$ cat config.mk
export PLATFORM = sky130hd
export DESIGN_NAME = ws2812_multi_tx
export DESIGN_NICKNAME = d
export VERILOG_FILES = /design/src/rtl/ws2812_pkg.sv /design/src/rtl/ws2812_chan.sv /design/src/rtl/ws2812_multi_tx.sv
export SDC_FILE = /design/constraint.sdc
export NUM_CORES = 1
export LEC_CHECK = 0
export CORE_ASPECT_RATIO = 0.8
export CORE_MARGIN = 8
export CORE_UTILIZATION = 56
export DETAILED_ROUTE_END_ITERATION = 7
export GPL_TIMING_DRIVEN = 0
export HOLD_SLACK_MARGIN = 0.08
export PLACE_DENSITY = 0.8
export SYNTH_ARGS = -nofsm -noshare
export SYNTH_HDL_FRONTEND = slang
export SYNTH_SLANG_ARGS = --single-unit
$ cat constraint.sdc
create_clock -name clk -period 4.79 [get_ports clk]
set_input_delay 0.958 -clock clk [delete_from_list [all_inputs] [get_ports clk]]
set_output_delay 0.958 -clock clk [all_outputs]
set_load 0.02 [all_outputs]
$ cat src/rtl/ws2812_pkg.sv
// ws2812_pkg: shared FSM state type, default 25 MHz timings and counter sizing for ws2812_multi_tx.
`default_nettype none

package ws2812_pkg;

    typedef enum logic [1:0] {
        IDLE  = 2'd0,
        HIGH  = 2'd1,
        LOW   = 2'd2,
        LATCH = 2'd3
    } state_t;

    localparam int DEF_T0H    = 10;
    localparam int DEF_T1H    = 20;
    localparam int DEF_TBIT   = 31;
    localparam int DEF_TRESET = 1250;

    // One counter serves both bit timing and the latch gap, so size it for the larger.
    function automatic int cnt_width(input int tbit, input int treset);
        int longest;
        longest = (tbit > treset) ? tbit : treset;
        return $clog2(longest + 1);
    endfunction

endpackage

`default_nettype wire

$ cat src/rtl/ws2812_chan.sv
// ws2812_chan: one WS2812 string - word FIFO plus bit-timing FSM; dout is uninverted.
`default_nettype none

module ws2812_chan
    import ws2812_pkg::*;
#(
    parameter int BITS   = 24,
    parameter int DEPTH  = 8,
    parameter int T0H    = DEF_T0H,
    parameter int T1H    = DEF_T1H,
    parameter int TBIT   = DEF_TBIT,
    parameter int TRESET = DEF_TRESET
) (
    input  logic        clk,
    input  logic        reset,
    input  logic [31:0] din,
    input  logic        push,
    output logic        full,
    output logic        empty,
    output logic        busy,
    output logic        ovf,
    output logic        dout
);

    localparam int AW = $clog2(DEPTH);
    localparam int CW = cnt_width(TBIT, TRESET);
    localparam int BW = (BITS > 1) ? $clog2(BITS) : 1;

    localparam logic [AW:0]   CNT_FULL  = (AW+1)'(DEPTH);
    localparam logic [CW-1:0] HI0_END   = CW'(T0H - 1);
    localparam logic [CW-1:0] HI1_END   = CW'(T1H - 1);
    localparam logic [CW-1:0] BIT_END   = CW'(TBIT - 1);
    localparam logic [CW-1:0] LATCH_END = CW'(TRESET - 1);
    localparam logic [BW-1:0] BIT_LAST  = BW'(BITS - 1);

    logic [31:0]   mem [DEPTH];
    logic [AW-1:0] wr_ptr;
    logic [AW-1:0] rd_ptr;
    logic [AW:0]   count;
    logic [AW:0]   count_next;
    logic          accept;
    logic          pop;
    logic [31:0]   head;

    state_t        state;
    state_t        state_n;
    logic [CW-1:0] cnt;
    logic [CW-1:0] cnt_n;
    logic [BW-1:0] bitcnt;
    logic [BW-1:0] bitcnt_n;
    logic [31:0]   shreg;
    logic [31:0]   shreg_n;

    // A full FIFO drops the push even when the FSM pops on the same edge.
    assign accept = push && !full;
    assign head   = mem[rd_ptr];

    always_comb begin
        count_next = count;
        case ({accept, pop})
            2'b10:   count_next = count + 1'b1;
            2'b01:   count_next = count - 1'b1;
            default: count_next = count;
        endcase
    end

    always_ff @(posedge clk) begin
        if (accept) begin
            mem[wr_ptr] <= din;
        end
    end

    always_ff @(posedge clk) begin
        if (reset) begin
            wr_ptr <= '0;
            rd_ptr <= '0;
            count  <= '0;
            full   <= 1'b0;
            empty  <= 1'b1;
            ovf    <= 1'b0;
        end else begin
            if (accept) begin
                wr_ptr <= wr_ptr + 1'b1;
            end
            if (pop) begin
                rd_ptr <= rd_ptr + 1'b1;
            end
            count <= count_next;
            full  <= (count_next == CNT_FULL);
            empty <= (count_next == '0);
            if (push && full) begin
                ovf <= 1'b1;
            end
        end
    end

    always_ff @(posedge clk) begin
        if (reset) begin
            state  <= IDLE;
            cnt    <= '0;
            bitcnt <= '0;
            shreg  <= '0;
            dout   <= 1'b0;
            busy   <= 1'b0;
        end else begin
            state  <= state_n;
            cnt    <= cnt_n;
            bitcnt <= bitcnt_n;
            shreg  <= shreg_n;
            // Both lag the state by one clock, which keeps them mutually aligned.
            dout   <= (state == HIGH);
            busy   <= (state != IDLE);
        end
    end

    always_comb begin
        state_n  = state;
        cnt_n    = cnt;
        bitcnt_n = bitcnt;
        shreg_n  = shreg;
        pop      = 1'b0;
        case (state)
            IDLE: begin
                if (!empty) begin
                    pop      = 1'b1;
                    shreg_n  = head;
                    bitcnt_n = BIT_LAST;
                    cnt_n    = '0;
                    state_n  = HIGH;
                end
            end
            HIGH: begin
                cnt_n = cnt + 1'b1;
                if (cnt == (shreg[31] ? HI1_END : HI0_END)) begin
                    state_n = LOW;
                end
            end
            LOW: begin
                if (cnt == BIT_END) begin
                    cnt_n = '0;
                    if (bitcnt != '0) begin
                        shreg_n  = shreg << 1;
                        bitcnt_n = bitcnt - 1'b1;
                        state_n  = HIGH;
                    end else if (!empty) begin
                        // Chain the next queued word with no gap.
                        pop      = 1'b1;
                        shreg_n  = head;
                        bitcnt_n = BIT_LAST;
                        state_n  = HIGH;
                    end else begin
                        state_n = LATCH;
                    end
                end else begin
                    cnt_n = cnt + 1'b1;
                end
            end
            LATCH: begin
                if (cnt == LATCH_END) begin
                    cnt_n   = '0;
                    state_n = IDLE;
                end else begin
                    cnt_n = cnt + 1'b1;
                end
            end
            default: state_n = IDLE;
        endcase
    end

endmodule

`default_nettype wire

$ cat src/rtl/ws2812_multi_tx.sv
// ws2812_multi_tx: CHANNELS independent WS2812 serializers behind one push/ch write port.
`default_nettype none

module ws2812_multi_tx
    import ws2812_pkg::*;
#(
    parameter int CHANNELS = 4,
    parameter int BITS     = 24,
    parameter int DEPTH    = 8,
    parameter int T0H      = DEF_T0H,
    parameter int T1H      = DEF_T1H,
    parameter int TBIT     = DEF_TBIT,
    parameter int TRESET   = DEF_TRESET,
    parameter int INVERT   = 0
) (
    input  logic                                                clk,
    input  logic                                                reset,
    input  logic [31:0]                                         din,
    input  logic [((CHANNELS > 1) ? $clog2(CHANNELS) : 1)-1:0] ch,
    input  logic                                                push,
    output logic [CHANNELS-1:0]                                 full,
    output logic [CHANNELS-1:0]                                 empty,
    output logic [CHANNELS-1:0]                                 busy,
    output logic [CHANNELS-1:0]                                 ovf,
    output logic [CHANNELS-1:0]                                 dout
);

    localparam int   CHW = (CHANNELS > 1) ? $clog2(CHANNELS) : 1;
    localparam logic INV = (INVERT != 0);

    for (genvar i = 0; i < CHANNELS; i++) begin : g_chan
        logic push_sel;
        logic raw_dout;

        // ch values at or beyond CHANNELS match no instance and are ignored.
        assign push_sel = push && (ch == CHW'(i));

        ws2812_chan #(
            .BITS   (BITS),
            .DEPTH  (DEPTH),
            .T0H    (T0H),
            .T1H    (T1H),
            .TBIT   (TBIT),
            .TRESET (TRESET)
        ) u_chan (
            .clk   (clk),
            .reset (reset),
            .din   (din),
            .push  (push_sel),
            .full  (full[i]),
            .empty (empty[i]),
            .busy  (busy[i]),
            .ovf   (ovf[i]),
            .dout  (raw_dout)
        );

        assign dout[i] = raw_dout ^ INV;
    end

endmodule

`default_nettype wire

* Word level (Yosys, flattened, before mapping)
Memory sizes are Yosys's and may differ from the RTL's. A register that Yosys moved wholly into a read port is not among the register bits.
Index checks and enable logic that the tools add are counted.
** Cells by class
- Add/sub/neg operators :: 24
- Eq/ne operators :: 55
- Mux-type cells :: 116
- Reductions and logical operators :: 45
** Operators by type and width (number)
- $mux 32 :: 12
- $pmux 32 s2 :: 4
- $pmux 11 s4 :: 4
- $mux 11 :: 12
- $mux 5 :: 16
- $mux 2 :: 24
- $add 11x1->11 const B :: 4
- $eq 11x11->1 :: 4
- $eq 11x11->1 const B :: 4
- $eq 11x5->1 const B :: 4
- $pmux 5 s2 :: 4
- $pmux 2 s4 :: 4
- $pmux 4 s2 :: 4
- $eq 2x2->1 const B :: 14
- $add 3x1->3 const B :: 8
- $mux 3 :: 8
- $mux 1 :: 20
- $reduce_bool 5->1 :: 4
- $sub 5x1->5 const B :: 4
- $eq 2x1->1 const B :: 9
- $add 4x1->4 const B :: 4
- $eq 4x4->1 const B :: 4
- $logic_not 4->1 :: 4
- $ne 2x1->1 const B :: 8
- 9 further kinds :: 53
** Word-level totals
- Bits in registers :: 260
- RAM bits :: 1024
- Input port bits :: 37
- Output and inout port bits :: 20
- Memories kept :: 4
** Memory list
- g_chan[0].u_chan.mem :: depth 8, bits a word 32, rd ports 1, clocked after Yosys merged registers in 1, write ports 1, RTL line ws2812_chan.sv:36 : logic [31:0] mem [DEPTH];
- g_chan[1].u_chan.mem :: depth 8, bits a word 32, rd ports 1, clocked after Yosys merged registers in 1, write ports 1, RTL line ws2812_chan.sv:36
- g_chan[2].u_chan.mem :: depth 8, bits a word 32, rd ports 1, clocked after Yosys merged registers in 1, write ports 1, RTL line ws2812_chan.sv:36
- g_chan[3].u_chan.mem :: depth 8, bits a word 32, rd ports 1, clocked after Yosys merged registers in 1, write ports 1, RTL line ws2812_chan.sv:36

* Logic depth before layout (Yosys ltp)
- Depth in word-level cells :: 7
- Mapped depth :: 15
- Gate-level depth less buffers :: 13

* Modules after synthesis
From an unflattened synthesis, not the netlist that was laid out.
** Second synthesis, totals
- Cells, all modules :: 3058
- Area total of the unflattened synthesis :: 51593.2 sq um
** Modules (own cells, without submodules)
- ws2812_chan at g_chan[1].u_chan ... :: instances 2, cells an instance 763, area each 12853.6 sq um
- ws2812_chan at g_chan[3].u_chan :: instances 1, cells an instance 764, area each 12942.4 sq um
- ws2812_chan at g_chan[0].u_chan :: instances 1, cells an instance 760, area each 12876.1 sq um
- ws2812_multi_tx :: instances 1, cells an instance 8, area each 67.6 sq um

* Worst setup path after synthesis
Ideal clock, no wire load.
- Path kind :: input -> register
- Start point :: input port ch[0] in the netlist's numbering
- End point :: memory g_chan[2].u_chan.mem[2][0], enable pin
- Arrival time :: 4.573 ns
- Path slack :: -0.251 ns
- Stages on the path :: 5
- Path through :: buf_2 nor3_1 inv_1 or2_2 nor3b_1
** Between the ends
- Longest elaborated chain between the ends :: 5
** Ends and longest elaborated chain
- start: declaration :: RTL line ws2812_multi_tx.sv:19 : input logic [((CHANNELS > 1) ? $clog2(CHANNELS) : 1)-1:0] ch,
- $eq 2x2->1 :: RTL line ws2812_multi_tx.sv:36 : assign push_sel = push && (ch == CHW'(i));
- $logic_and 1x1->1 :: RTL line ws2812_multi_tx.sv:36
- $logic_and 1x1->1 :: RTL line ws2812_chan.sv:55 : assign accept = push && !full;
- $mux 1 :: RTL line ws2812_chan.sv:68 : if (accept) begin
- $mux 1 (implied by the code) :: RTL line ws2812_chan.sv:69 : mem[wr_ptr] <= din;
- end: declaration :: RTL line ws2812_chan.sv:36
No other way between the ends.

* Worst setup path in the final report
- Start point :: register g_chan[3].u_chan.bitcnt[0]
- End point :: register g_chan[3].u_chan.full
** Between the ends
- Longest elaborated chain between the ends :: 7
- Elaborated cells on any way between the ends :: 8
- Classes of those cells :: eq/ne (3); mux (4); reduce/logical (1)
** Ends and longest elaborated chain
- start: declaration :: RTL line ws2812_chan.sv:49 : logic [BW-1:0] bitcnt;
- start signal: assignment :: RTL line ws2812_chan.sv:108 : bitcnt <= bitcnt_n;
- $reduce_bool 5->1 (*) :: RTL line ws2812_chan.sv:141 : if (bitcnt != '0) begin
- $mux 1 (*) :: RTL line ws2812_chan.sv:141
- $mux 1 (*) :: RTL line ws2812_chan.sv:139 : if (cnt == BIT_END) begin
- $pmux 1 s2 (*) :: RTL line ws2812_chan.sv:122 : case (state)
- $eq 2x1->1 / $eq 2x2->1 (equally long branches) :: RTL line ws2812_chan.sv:60 : case ({accept, pop})
- $pmux 4 s2 (*) :: RTL line ws2812_chan.sv:60
- $eq 4x4->1 (*) :: RTL line ws2812_chan.sv:89 : full <= (count_next == CNT_FULL);
- end signal: assignment :: RTL line ws2812_chan.sv:89
- end: declaration :: RTL line ws2812_chan.sv:18 : output logic full,
Every way passes the cells marked *; elsewhere a longest branch is shown, timed or not.
A chain may end at the register's enable or synchronous reset.

==> run metrics <==
violated checks design-rule violations, max-capacitance violations, max-slew violations; number of buffers added for setup after CTS 0; cell accounting for the most synthesized area edfxtp_1; Final min period 4.475 ns; unrepaired setup endpoints after global routing no; first-pass GRT wire length 191,400 µm; htree depth 3; reg2reg start g_chan[3].u_chan.bitcnt[0]$_SDFFE_PP0P_; CTS Hold Bufs 0; dpl ws 0.09222 ns; yosys warns 0; register area share after synthesis 0.7026; synthesized area per cell 16.79 µm²; Syn Nets 3,141; initial antenna violation count 3; Bufs and invs on worst path 3; Yosys top cell area share 0.5969; layout cell share with drive strength beyond 1 0.2045; Final GP Congestion 0.8598; Worst path max stage delay 0.72 ns; final-report hold violation count 0; wirelength, routed 128,500 µm; Via density 6.581; post-route setup slack 0.3148 ns; Die H 287.3 µm; Design Power 28.99 mW; Reg2Reg Setup Slack 0.31 ns; XOR/XNOR share of the synthesized area 0.004760; Post-route DRC 3; Clock power frac 0.323; Synth area leaders edfxtp_1, mux4_2, dfxtp_1; TritonCTS Buffers 117; Crit Path Max Fanout 10; crit path cell chain inv_1 -> ha_1 -> nor4b_1 -> nand2_1 -> o21ai_0 -> and2_1 -> clkbuf_1 -> buf_2 -> ha_1 -> nand2b_1 -> a21oi_1 -> o21ai_0 -> a41oi_1 -> xnor2_1 -> and4b_1; combinational family with the most area after synthesis multiplexers; Cell variety after synth 88; Setup-failing EPs final 0; Critical path origin g_chan[3].u_chan.bitcnt[0]$_SDFFE_PP0P_; Clock Tree Buf Depth 3; vias in the first global route 30,063; grt ovf 0; Tcrit/Tclk final 0.9343; Worst Max-Slew Pin Slew 1.525 ns; pwr/cell area 494.8 nW/µm²; IO Count 57; critical path required time 5.38 ns; Clock transition at path regs 0.07 ns; pin count of the biggest net entering global routing 33; cell depth of the worst setup path 15; flops & latches, synth 1,296; most frequent cells in the layout edfxtp_1, dfxtp_1, mux4_2; CTS tree built; Sequential Power Share 0.457; Hold Path Class register to register; Total GRT Usage 0.2468; # clock sinks 1,296; clk_lat worst skew 0.73 ns; Diodes inserted 0; Pre-antenna DRT Iters 8; mux contribution to synthesized area 0.1491; DR iter-0 viols 4,396; number of gates resized after cts 0; crit path DAT 5.06 ns; Max Cap Viol 2; crit end category register; Synth Area in Simple Gates 0.05627; Max rail drop VDD 0.3668 mV; Register-to-Register Path Depth 15; Vias 30,413; initial core utilization 0.5651; most common flop cell mapped by yosys edfxtp_1; final clock skew 0.05527 ns; Hold WS 0.4660 ns; area of the die 102,000 µm²; CP delay by family, top simple AND/OR/NAND/NOR gates; FMAX 223.5 MHz; Combinational Power Share 0.220; P_int 20.65 mW; Async SR Flop Fraction 0; number of synthesized flops with an enable pin 1,024; relative slew slack -0.02017; post-route ant nets 0; switching share of total power 0.2878; Synth Area in Compound Gates 0.05768; status complete, but fails checks; cell leakage power 18.80 nW; Startpoint Class register; post-synthesis cell area 51,520 µm²; # rows 99; Slew Viols, Final 33; adder-cell share of the synthesized area 0.008743; Layout Nets 3,378; die width 355.1 µm; Psw 8.344 mW; Port Buffer Count 55; Post-Syn Instances 3,068; most common cell after layout, fill and taps aside edfxtp_1; kind of critical path register to register; area grow syn2layout 13.74%; clock root buffer clkbuf_16; Core Footprint 91,170 µm²; HPWL after DPL 78,570 µm; reg2reg end g_chan[3].u_chan.full$_SDFF_PP0_; Avg WL per Cell 27.82 µm; Slowest cell on crit path o21ai_0; Worst Setup EP g_chan[3].u_chan.full$_SDFF_PP0_
## worst register-to-register path: cells and delay by family (launching register included)
family          cells  cell delay, ns
compound gates      4            1.15
buf+inv             3            0.91
fa+ha+maj           2            0.50
xor+xnor            1            0.19
simple gates        5            1.26
flops               1            0.34
## metal layers
layer / share of wire / wire length [µm] / track usage
met1: 0.39 / 49670 / 0.3444
met2: 0.46 / 59570 / 0.3829
met3: 0.12 / 15170 / 0.06263
met4: 0.032 / 4112 / 0.08098
met5: 0.00026 / 34 / 0
## registers in the layout (all words and copies together), names as in the netlist, named ones only
| name | count |
|---|---|
| g_chan.u_chan.bitcnt | 20 |
| g_chan.u_chan.busy | 4 |
| g_chan.u_chan.cnt | 44 |
| g_chan.u_chan.count | 16 |
| g_chan.u_chan.dout | 4 |
| g_chan.u_chan.empty | 4 |
| g_chan.u_chan.full | 4 |
| g_chan.u_chan.mem | 1024 |
| g_chan.u_chan.ovf | 4 |
| g_chan.u_chan.rd_ptr | 12 |
| g_chan.u_chan.shreg | 128 |
| g_chan.u_chan.state | 8 |
| g_chan.u_chan.wr_ptr | 12 |
## power groups by stage
stage,registers [mW],clock network [mW],logic (mW)
3_3_place_gp,13.4,0,5.93
2_1_floorplan,13.3,0,4.54
5_1_grt,13.3,9.82,6.88
6_report,13.3,9.37,6.37
3_5_place_dp,13.5,0,6.14
4_1_cts,13.2,9.42,6.31
## metrics by stage
stage	util	cells	instance area [µm²]	setup TNS, ns
2_1_floorplan	-	3068	51530	0
3_5_place_dp	0.6007	4398	54760	0
5_1_grt	0.6427	4621	58590	0
6_report	0.6427	4621	58590	0
3_3_place_gp	0.5879	4335	53600	-1526.32
4_1_cts	0.6429	4621	58610	0
## final cells by class
cell class,instances,area (µm²)
Buffer,200,925.9
Clock buffer,156,3174
Clock inverter,67,670.6
Fill cell,5904,32570
Inverter,40,150.1
Multi-Input combinational cell,1532,14470
Sequential cell,1296,36190
Tap cell,1212,1516
Timing Repair Buffer,118,1495
## logic make-up after synthesis
family,after synthesis
DFF,1296
buffers and inverters,240
muxes,439
AOI/OAI and AO/OA,439
and+or+nand+nor,590
adders and majority gates,36
xor gates and xnor gates,28
## synth_stat cells, drive strengths merged, types with 7 or more instances
master and instances:
mux2 68, nand3 31, dfxtp 272, a21oi 92, a311oi 17, nor3b 20
a22oi 34, nand2 135, nor3 44, nor4 8, nor2b 12, mux2i 115
a41oi 14, a31oi 12, and4b 7, inv 39, a211oi 22, clkbuf 125
o21ai 132, nand3b 10, mux4 256, xnor2 12, edfxtp 1024, xor2 16
o22ai 7, nor2 237, nand2b 16, ha 36, a222oi 56, nor4b 8
and3 22, nand4 7, buf 75
## worst min path at each step
stage	from	endpoint	slack, ns	cells past startpoint
6_report	g_chan[0].u_chan.shreg[23]$_SDFFE_PP0P_	g_chan[0].u_chan.shreg[24]$_SDFFE_PP0P_	0.47	2
3_3_place_gp	g_chan[0].u_chan.shreg[22]$_SDFFE_PP0P_	g_chan[0].u_chan.shreg[23]$_SDFFE_PP0P_	0.44	2
3_5_place_dp	g_chan[0].u_chan.bitcnt[4]$_SDFFE_PP0P_	g_chan[0].u_chan.bitcnt[4]$_SDFFE_PP0P_	0.46	2
5_1_grt	g_chan[0].u_chan.shreg[22]$_SDFFE_PP0P_	g_chan[0].u_chan.shreg[23]$_SDFFE_PP0P_	0.49	2
4_1_cts	g_chan[0].u_chan.shreg[22]$_SDFFE_PP0P_	g_chan[0].u_chan.shreg[23]$_SDFFE_PP0P_	0.47	2
2_1_floorplan	g_chan[2].u_chan.shreg[17]$_SDFFE_PP0P_	g_chan[2].u_chan.shreg[17]$_SDFFE_PP0P_	0.42	2
No activity file was read; power rests on OpenSTA's default activity.
